<file path="config.mk">
export PLATFORM = sky130hd
export DESIGN_NAME = fpu_div_issuer
export DESIGN_NICKNAME = d
export VERILOG_FILES = /design/src/rtl/fpu_div_issuer.sv
export SDC_FILE = /design/constraint.sdc
export NUM_CORES = 1
export LEC_CHECK = 0
export ABC_AREA = 1
export CAP_MARGIN = 30
export CORE_AREA = 4 4 109 111
export DETAILED_ROUTE_END_ITERATION = 12
export DIE_AREA = 0 0 113 115
export HOLD_SLACK_MARGIN = 0.03
export PLACE_DENSITY = 0.81
export SLEW_MARGIN = 20
export SYNTH_ARGS = -nofsm -noshare
export SYNTH_HDL_FRONTEND = slang
export SYNTH_SLANG_ARGS = --single-unit
export TNS_END_PERCENT = 50
</file>
<file path="constraint.sdc">
create_clock -name clock -period 5.4 [get_ports clock]
set_input_delay 1.35 -clock clock [delete_from_list [all_inputs] [get_ports clock]]
set_output_delay 1.35 -clock clock [all_outputs]
set_load 0.05 [all_outputs]
</file>
<file path="src/rtl/fpu_div_issuer.sv">
// FPU-side initiator for the divider wrapper's start/finish handshake.
// Registers operands, pulses startOp, tracks finishOp and returns the quotient or an abort.
module fpu_div_issuer #(
    parameter int WIDTH   = 32,
    parameter int TIMEOUT = 64
) (
    input  logic             clock,
    input  logic             reset,
    input  logic             req_valid,
    output logic             req_ready,
    input  logic [WIDTH-1:0] req_a,
    input  logic [WIDTH-1:0] req_b,
    output logic [WIDTH-1:0] div_a,
    output logic [WIDTH-1:0] div_b,
    output logic             startOp,
    input  logic             finishOp,
    input  logic [WIDTH-1:0] div_result,
    output logic             rsp_valid,
    input  logic             rsp_ready,
    output logic [WIDTH-1:0] rsp_result,
    output logic             rsp_timeout,
    output logic             busy
);

    localparam int CW = (TIMEOUT > 2) ? $clog2(TIMEOUT) : 1;
    localparam logic [CW-1:0] LAST_COUNT = CW'(TIMEOUT - 1);

    typedef enum logic [2:0] {
        IDLE,
        START,
        WAIT_ACK,
        WAIT_DONE,
        RESPOND
    } state_t;

    state_t        state;
    logic [CW-1:0] waitCount;
    logic [CW-1:0] nextCount;
    logic          lastWait;

    // Saturating step: one wait cycle consumed; never wraps past TIMEOUT-1.
    assign lastWait  = (waitCount == LAST_COUNT);
    assign nextCount = lastWait ? LAST_COUNT : waitCount + 1'b1;

    // NOTE: req_ready is the only combinational output; a wrapper still busy from an
    // aborted op keeps finishOp low and therefore blocks the next request.
    assign req_ready = (state == IDLE) && finishOp;

    // NOTE: all state and outputs below use non-blocking assignments so every flop
    // samples pre-edge values; a blocking '=' here would create order-dependent races.
    always_ff @(posedge clock or posedge reset) begin
        if (reset) begin
            state       <= IDLE;
            waitCount   <= '0;
            div_a       <= '0;
            div_b       <= '0;
            startOp     <= 1'b0;
            rsp_valid   <= 1'b0;
            rsp_result  <= '0;
            rsp_timeout <= 1'b0;
            busy        <= 1'b0;
        end else begin
            startOp <= 1'b0;
            case (state)
                IDLE: begin
                    if (req_valid && finishOp) begin
                        div_a     <= req_a;
                        div_b     <= req_b;
                        waitCount <= '0;
                        startOp   <= 1'b1;
                        busy      <= 1'b1;
                        state     <= START;
                    end
                end
                START: begin
                    state <= WAIT_ACK;
                end
                WAIT_ACK: begin
                    if (!finishOp) begin
                        waitCount <= nextCount;
                        state     <= WAIT_DONE;
                    end else if (lastWait) begin
                        rsp_result  <= '0;
                        rsp_timeout <= 1'b1;
                        rsp_valid   <= 1'b1;
                        state       <= RESPOND;
                    end else begin
                        waitCount <= nextCount;
                    end
                end
                WAIT_DONE: begin
                    // Completion is checked first so it wins over a coincident timeout.
                    if (finishOp) begin
                        rsp_result  <= div_result;
                        rsp_timeout <= 1'b0;
                        rsp_valid   <= 1'b1;
                        state       <= RESPOND;
                    end else if (lastWait) begin
                        rsp_result  <= '0;
                        rsp_timeout <= 1'b1;
                        rsp_valid   <= 1'b1;
                        state       <= RESPOND;
                    end else begin
                        waitCount <= nextCount;
                    end
                end
                RESPOND: begin
                    if (rsp_ready) begin
                        rsp_valid <= 1'b0;
                        busy      <= 1'b0;
                        state     <= IDLE;
                    end
                end
                default: begin
                    state <= IDLE;
                end
            endcase
        end
    end

endmodule
</file>
# --- Word-level counts from Yosys, hierarchy flattened ---
# Index checks and enable logic that the tools add are counted.
totals:
  reg_bits: 109
  out_inout_bits: 101
  in_bits: 101
  elab_cells: 61
op_classes:
  n_mux: 29
  eq_ne: 9
  add_sub_neg: 1
  n_reduce_logical: 13
ops:
  columns: ["cell", "count"]
  rows:
  - ["$mux W32", 3]
  - ["$pmux W32 S2", 1]
  - ["$mux W6", 5]
  - ["$pmux W6 S3", 1]
  - ["$mux W3", 5]
  - ["$pmux W3 S5", 1]
  - ["$mux W1", 10]
  - ["$reduce_and A3 Y1", 3]
  - ["$add A6 B1 Y6 const B", 1]
  - ["$eq A3 B2 Y1 const B", 2]
  - ["$eq A6 B6 Y1 const B", 1]
  - ["$ne A2 B2 Y1 const B", 3]
  - ["$reduce_and A2 Y1", 3]
  - ["$reduce_bool A3 Y1", 2]
  - ["$pmux W1 S2", 2]
  - ["$reduce_bool A2 Y1", 2]
  - ["$eq A3 B1 Y1 const B", 1]
  - ["$eq A3 B3 Y1 const B", 1]
  - ["$logic_not A3 Y1", 1]
  - ["$pmux W1 S3", 1]
  - ["$logic_and A1 B1 Y1", 2]
  - ["$ne A2 B1 Y1 const B", 1]

# --- Logic depth before layout (Yosys ltp) ---
# Gate-level depths: netlist of run 1.
logic_depth:
  word_depth: 5
  depth_mapped: 9
  ltp_nobuf: 9

# --- Worst setup path after synthesis of run 1 ---
# Ideal clock, no wire load.
synth_timing:
  path_type: "input port to output port"
  startpoint: "in finishOp"
  endpoint: "out req_ready"
  slack_ns: 1.999
  arrival_ns: 2.051
  path_buffers: 0
  required_ns: 4.050
  cell_stages: 2
  path_cell_list: "inv_1 > nor2_1"
synth_via:
  elab_chain_cells: 1
synth_rtl:
  columns: ["element", "line_no", "source"]
  rows:
  - ["from (decl)", "16", "input logic finishOp,"]
  - ["$logic_and A1 B1 Y1", "47", "assign req_ready = (state == IDLE) && finishOp;"]
  - ["to (decl)", "10", "output logic req_ready,"]
# Every way passes these cells.

# --- Worst setup path after layout of run 1 ---
# Ends and elaborated chain as after synthesis.

==> results of run 1 <==
## Yosys cell counts
| cell type | number |
|---|---|
| nand2_1 | 324 |
| dfrtp_1 | 109 |
| inv_1 | 16 |
| buf_6 | 9 |
| nor2_1 | 9 |
| o21ai_0 | 9 |
| nand3_1 | 7 |
| buf_4 | 6 |
| a21oi_1 | 4 |
| buf_2 | 4 |
| inv_2 | 3 |
| nor2_2 | 3 |
| ha_1 | 2 |
| nand4_1 | 2 |
| a21oi_4 | 1 |
| clkbuf_1 | 1 |
| nor2_4 | 1 |
| o211ai_1 | 1 |
| o31ai_1 | 1 |
## cell type report
type,instances,area share
clock inverters,6,0.0105
flip-flops and latches,109,0.407
clock buffers,10,0.0190
inverters,19,0.0110
well taps,140,0.0261
repair buffers,205,0.310
multi-input cells,364,0.217
## worst max-delay path, stage by stage
cell             delay [ns]
clkdlybuf4s50_1        0.52
inv_1                  0.08
nor2_1                 0.11
clkdlybuf4s50_1        0.81
## metal layers
layer,up-vias,wire (microns)
met5,-,0
met3,16,1120
li1,1937,-
met2,174,5850
met4,0,241
met1,1817,4810
## power by group
part	switching (mW)	leakage, nW	internal [mW]
Sequential	0.212	1.37	1.17
Clock	0.279	0.101	0.219
Combinational	1.75	1.85	0.804
## kinds of logic after synthesis
| logic type | after synthesis |
|---|---|
| buffers and inverters | 39 |
| DFF | 109 |
| and+or+nand+nor | 346 |
| adders and majority gates | 2 |
| AOI/OAI and AO/OA | 16 |
## worst max path at each step
stage	from	to	slack [ns]	cells past startpoint
floorplan	reset	busy$_DFFE_PP0P_	1.18	1
global placement	finishOp	req_ready	1.19	4
detailed placement	finishOp	req_ready	1.19	4
CTS	finishOp	req_ready	1.18	4
global route	finishOp	req_ready	1.13	4
finish	finishOp	req_ready	1.18	4
## per-stage QoR
| stage | cell area [sq um] | util | setup WS (ns) | power [mW] |
|---|---|---|---|---|
| after floorplan | 4420 | - | 1.18 | 3.05 |
| after global placement | 6460 | 0.598 | 1.19 | 3.89 |
| after detailed placement | 6500 | 0.603 | 1.19 | 3.96 |
| after CTS | 6700 | 0.621 | 1.18 | 4.47 |
| after global routing | 6700 | 0.621 | 1.13 | 4.68 |
| final | 6700 | 0.621 | 1.18 | 4.43 |
## registers in the layout, summed over array words and instances (netlist names)
register / count
busy: 1
div_a: 32
div_b: 32
rsp_result: 32
rsp_timeout: 1
rsp_valid: 1
startOp: 1
state: 3
waitCount: 6
==> summary.txt, run 1 <==
outcome: complete, no violations
Final Non-Filler Cells: 853
Yosys warnings: 0
PortBufs: 201
placeable core region: 10800 sq um
ANT nets after route: 0
post-DP HPWL: 8.97 mm
nets@finish: 811
GR met2 Demand/Resource: 0.307
worst-path maximum fanout: 4
post-synth top area share: 0.617
H-tree depth: 3
Synth area leader: dfrtp_1
reg2reg setup slack: 3.04 ns
total iterations of the first detailed-routing run: 4
final critical-path share of the clock period: 0.782
register area share after synthesis: 0.617
proportion of layout cells with a drive suffix above 1: 0.0393
Startpoint Class: input port
TritonCTS clock tree: yes
via/cell ratio: 4.62
Clock Latency Late Sink: 0.37 ns
row count: 38
CP Capture Type: output pin
maximum root-to-sink buffer count: 2
Tot GR Track Use: 0.186
Post-Syn Nets: 615
met3 GRT Util: 0.0605
area grow syn2layout: 51.7%
routed wire length: 12.0 mm
initial antenna violation count: 0
Hold Path End: rsp_result[4]$_DFFE_PP0P_
Slew HR: 0.446
CTS buffer count: 9
clock sink total: 109
dpl cells: 837
Die Width: 113 microns
Syn Area/Cell: 8.63 sq um
R2R depth: 8
xor and xnor fraction of the mapped netlist area: 0
Hold Fails Final Rpt: 0
First DRT Iteration DRCs: 248
boundary pin count: 202
Remaining Overflow, GRT: 0
vias in the first global route: 4026
Gate Count Post-Synth: 512
# diodes: 0
Routed WL per cell: 14.1 microns
Hold Crit Depth: 2
synthesized area: 4420 sq um
critical path data required time: 4.05 ns
most common cell after layout, fill and taps aside: nand2_1
proportion of synthesized area in mux cells: 0
# Post-CTS Setup Buffers: 0
DR vias: 3944
max-slew violation total from the final report: 0
worst min path class: register to register
Die Area: 13000 sq um
area taken by multi-input logic gates: 1450 sq um
met1 Use GR: 0.231
fill count: 879
FF+latch count, synth: 109
most frequent cells in the layout: nand2_1, clkdlybuf4s50_1, dfrtp_1, inv_1
Hold-fix buffers, CTS: 0
worst r2r src: state[0]$_DFFE_PP0P_
R2R Path End: div_a[13]$_DFFE_PP0P_
Reg clk slew, reported paths: 0.10 ns
Slew @ Worst Pin: 0.830 ns
pwr/cell area: 660 nW/um^2
compound-gate portion of the synthesized area: 0.0218
clk root buf: clkbuf_8
Tmin final: 4.22 ns
largest family of logic cells by synthesized area: simple AND/OR/NAND/NOR gates
Initial Utilization: 0.409
Max Freq: 237 MHz
GPL Wtd Cong: 0.831
adder-cell share of the synthesized area: 0.00566
Max-cap violations: 0
post-CTS sizing: 0
final setup vio count: 0
Worst VDD drop: 0.000361 V
DRC: 0
Area contributors post-synth: dfrtp_1, nand2_1, buf_6
Most Crowded Layer GR: met2
final hold slack: 0.476 ns
Final Skew: 0.00966 ns
Netlist cell types: 19
arrival time at the worst endpoint: 2.87 ns
post-synthesis simple-gate area fraction: 0.300
setup TNS: 0 ns
first-pass GRT wire length: 19.6 mm
Worst Hold Launch: rsp_result[4]$_DFFE_PP0P_
FF/Latch Area: 2730 sq um
Lkg Pwr: 3.32 nW
RSZ-0062 raised after global routing: no
largest net degree at the start of global routing: 67
die height: 115 microns
Setup CP Type: input port to output pin
Note: power is estimated with default switching activity, not from simulation.
==> inputs of run 2 (changes only) <==
CORE_AREA = 4 4 115 117   (was 4 4 109 111)
DIE_AREA = 0 0 119 121   (was 0 0 113 115)
PLACE_DENSITY = 0.76   (was 0.81)
clock period = 3.65 ns   (was 5.4 ns; I/O delays follow)
==> run 2 against run 1 <==
Against the previous run:
- non-clock buffer count is 1 higher
- worst hold slack worse by 0.0082 ns
- final cell count is 3.8% higher
- design area is 2.3% higher
- critical endpoint unchanged
- critical path depth stayed put
- sequential power is 49% higher
- largest power group unchanged
- largest cell class unchanged
- highest routed layer unchanged
==> summary.txt, run 2 (synthesis results as in run 1) <==
outcome: complete, no violations
max-slew violation total from the final report: 0
most common cell after layout, fill and taps aside: nand2_1
vias in the first global route: 3981
final hold slack: 0.468 ns
post-DP HPWL: 8.67 mm
pre-CTS setup slack: 0.909 ns
TritonCTS clock tree: yes
Worst VDD drop: 0.000464 V
row count: 41
post-CTS sizing: 0
Initial Utilization: 0.357
final instance area: 6860 sq um
PortBufs: 201
biggest regs: div_a (32), div_b (32), rsp_result (32)
H-tree depth: 3
routed wire length: 11.7 mm
RSZ-0062 raised after global routing: no
proportion of layout cells with a drive suffix above 1: 0.0407
Lkg Pwr: 3.37 nW
clock sink total: 109
Startpoint Class: input port
CP Capture Type: output pin
dpl cells: 869
Remaining Overflow, GRT: 0
die height: 121 microns
Final Skew: 0.00853 ns
setup TNS: 0 ns
clk root buf: clkbuf_16
Max Freq: 366 MHz
final critical-path share of the clock period: 0.749
Pwr Total: 6.85 mW
DRC: 0
Tmin final: 2.73 ns
via/cell ratio: 4.45
boundary pin count: 202
placed cell areas: 6520 sq um
Hold Fails Final Rpt: 0
crit path cell chain: clkdlybuf4s50_1, inv_1, nor2_1, buf_4
GPL Wtd Cong: 0.771
nets@finish: 812
DR vias: 3941
initial antenna violation count: 0
Slew @ Worst Pin: 0.820 ns
Final WS setup: 0.918 ns
Clock Latency Late Sink: 0.33 ns
Routed WL per cell: 13.2 microns
area grow syn2layout: 55.3%
CP max stage delay: 0.52 ns
Max-cap violations: 0
First DRT Iteration DRCs: 313
Finished Core Util: 0.555
Hold-fix buffers, CTS: 0
Tot GR Track Use: 0.164
maximum root-to-sink buffer count: 2
CTS buffer count: 9
Slew HR: 0.452
Die Area: 14400 sq um
largest net degree at the start of global routing: 66
critical path data required time: 2.74 ns
Reg clk slew, reported paths: 0.06 ns
total iterations of the first detailed-routing run: 5
most frequent cells in the layout: nand2_1, clkdlybuf4s50_1, dfrtp_1, inv_1
arrival time at the worst endpoint: 1.82 ns
Die Width: 119 microns
pwr/cell area: 999 nW/um^2
placeable core region: 12400 sq um
worst min path class: register to register
Final Non-Filler Cells: 885
worst-path maximum fanout: 4
Setup CP Type: input port to output pin
first-pass GRT wire length: 19.3 mm
ANT nets after route: 0
# diodes: 0
# Post-CTS Setup Buffers: 0
final setup vio count: 0
slowest CP cell: clkdlybuf4s50_1
run 2: cell types whose count changed in the layout (fill, tap and decap cells not counted), sizes merged:
cell,previous run,this run
inv,21,18
buf,4,6
clkinv,3,1
clkinvlp,0,2
bufinv,1,2
clkbuf,10,11
clkdlybuf4s50,201,200
run 2: cell type report:
type / count / area, sq um
clock buffers: 11 / 243
clock inverters: 4 / 72.6
well taps: 172 / 215
inverters: 19 / 75.1
fillers: 1085 / 5500
repair buffers: 206 / 2070
flip-flops and latches: 109 / 2730
multi-input cells: 364 / 1450
run 2: worst max-delay path, delay by kind of cell:
| kind | cells | cell delay, ns |
|---|---|---|
| and+or+nand+nor | 1 | 0.10 |
| buffers and inverters | 3 | 0.80 |
run 2: where the power goes:
| part | switching, mW | internal (mW) | leakage (nW) |
|---|---|---|---|
| Combinational | 2.58 | 1.19 | 1.85 |
| Clock | 0.408 | 0.615 | 0.152 |
| Sequential | 0.320 | 1.73 | 1.37 |
run 2: final timing paths:
path	startpoint	end	slack (ns)	cells past startpoint
setup / recovery	finishOp	req_ready	0.92	4
hold / removal	div_b[7]$_DFFE_PP0P_	div_b[7]$_DFFE_PP0P_	0.47	2
setup reg to reg	waitCount[0]$_DFFE_PP0P_	rsp_result[18]$_DFFE_PP0P_	1.71	6
hold reg to reg	div_b[7]$_DFFE_PP0P_	div_b[7]$_DFFE_PP0P_	0.47	2
max in group asynchronous	reset	div_b[15]$_DFFE_PP0P_	1.77	3
min in group asynchronous	reset	div_b[30]$_DFFE_PP0P_	1.06	2
run 2: per-layer routing:
layer,share of wire,vias to the layer above,track usage
met4,0.023,0,0.0659
met3,0.088,20,0.0583
li1,-,1936,-
met5,0,-,0
met1,0.42,1807,0.203
met2,0.47,178,0.263
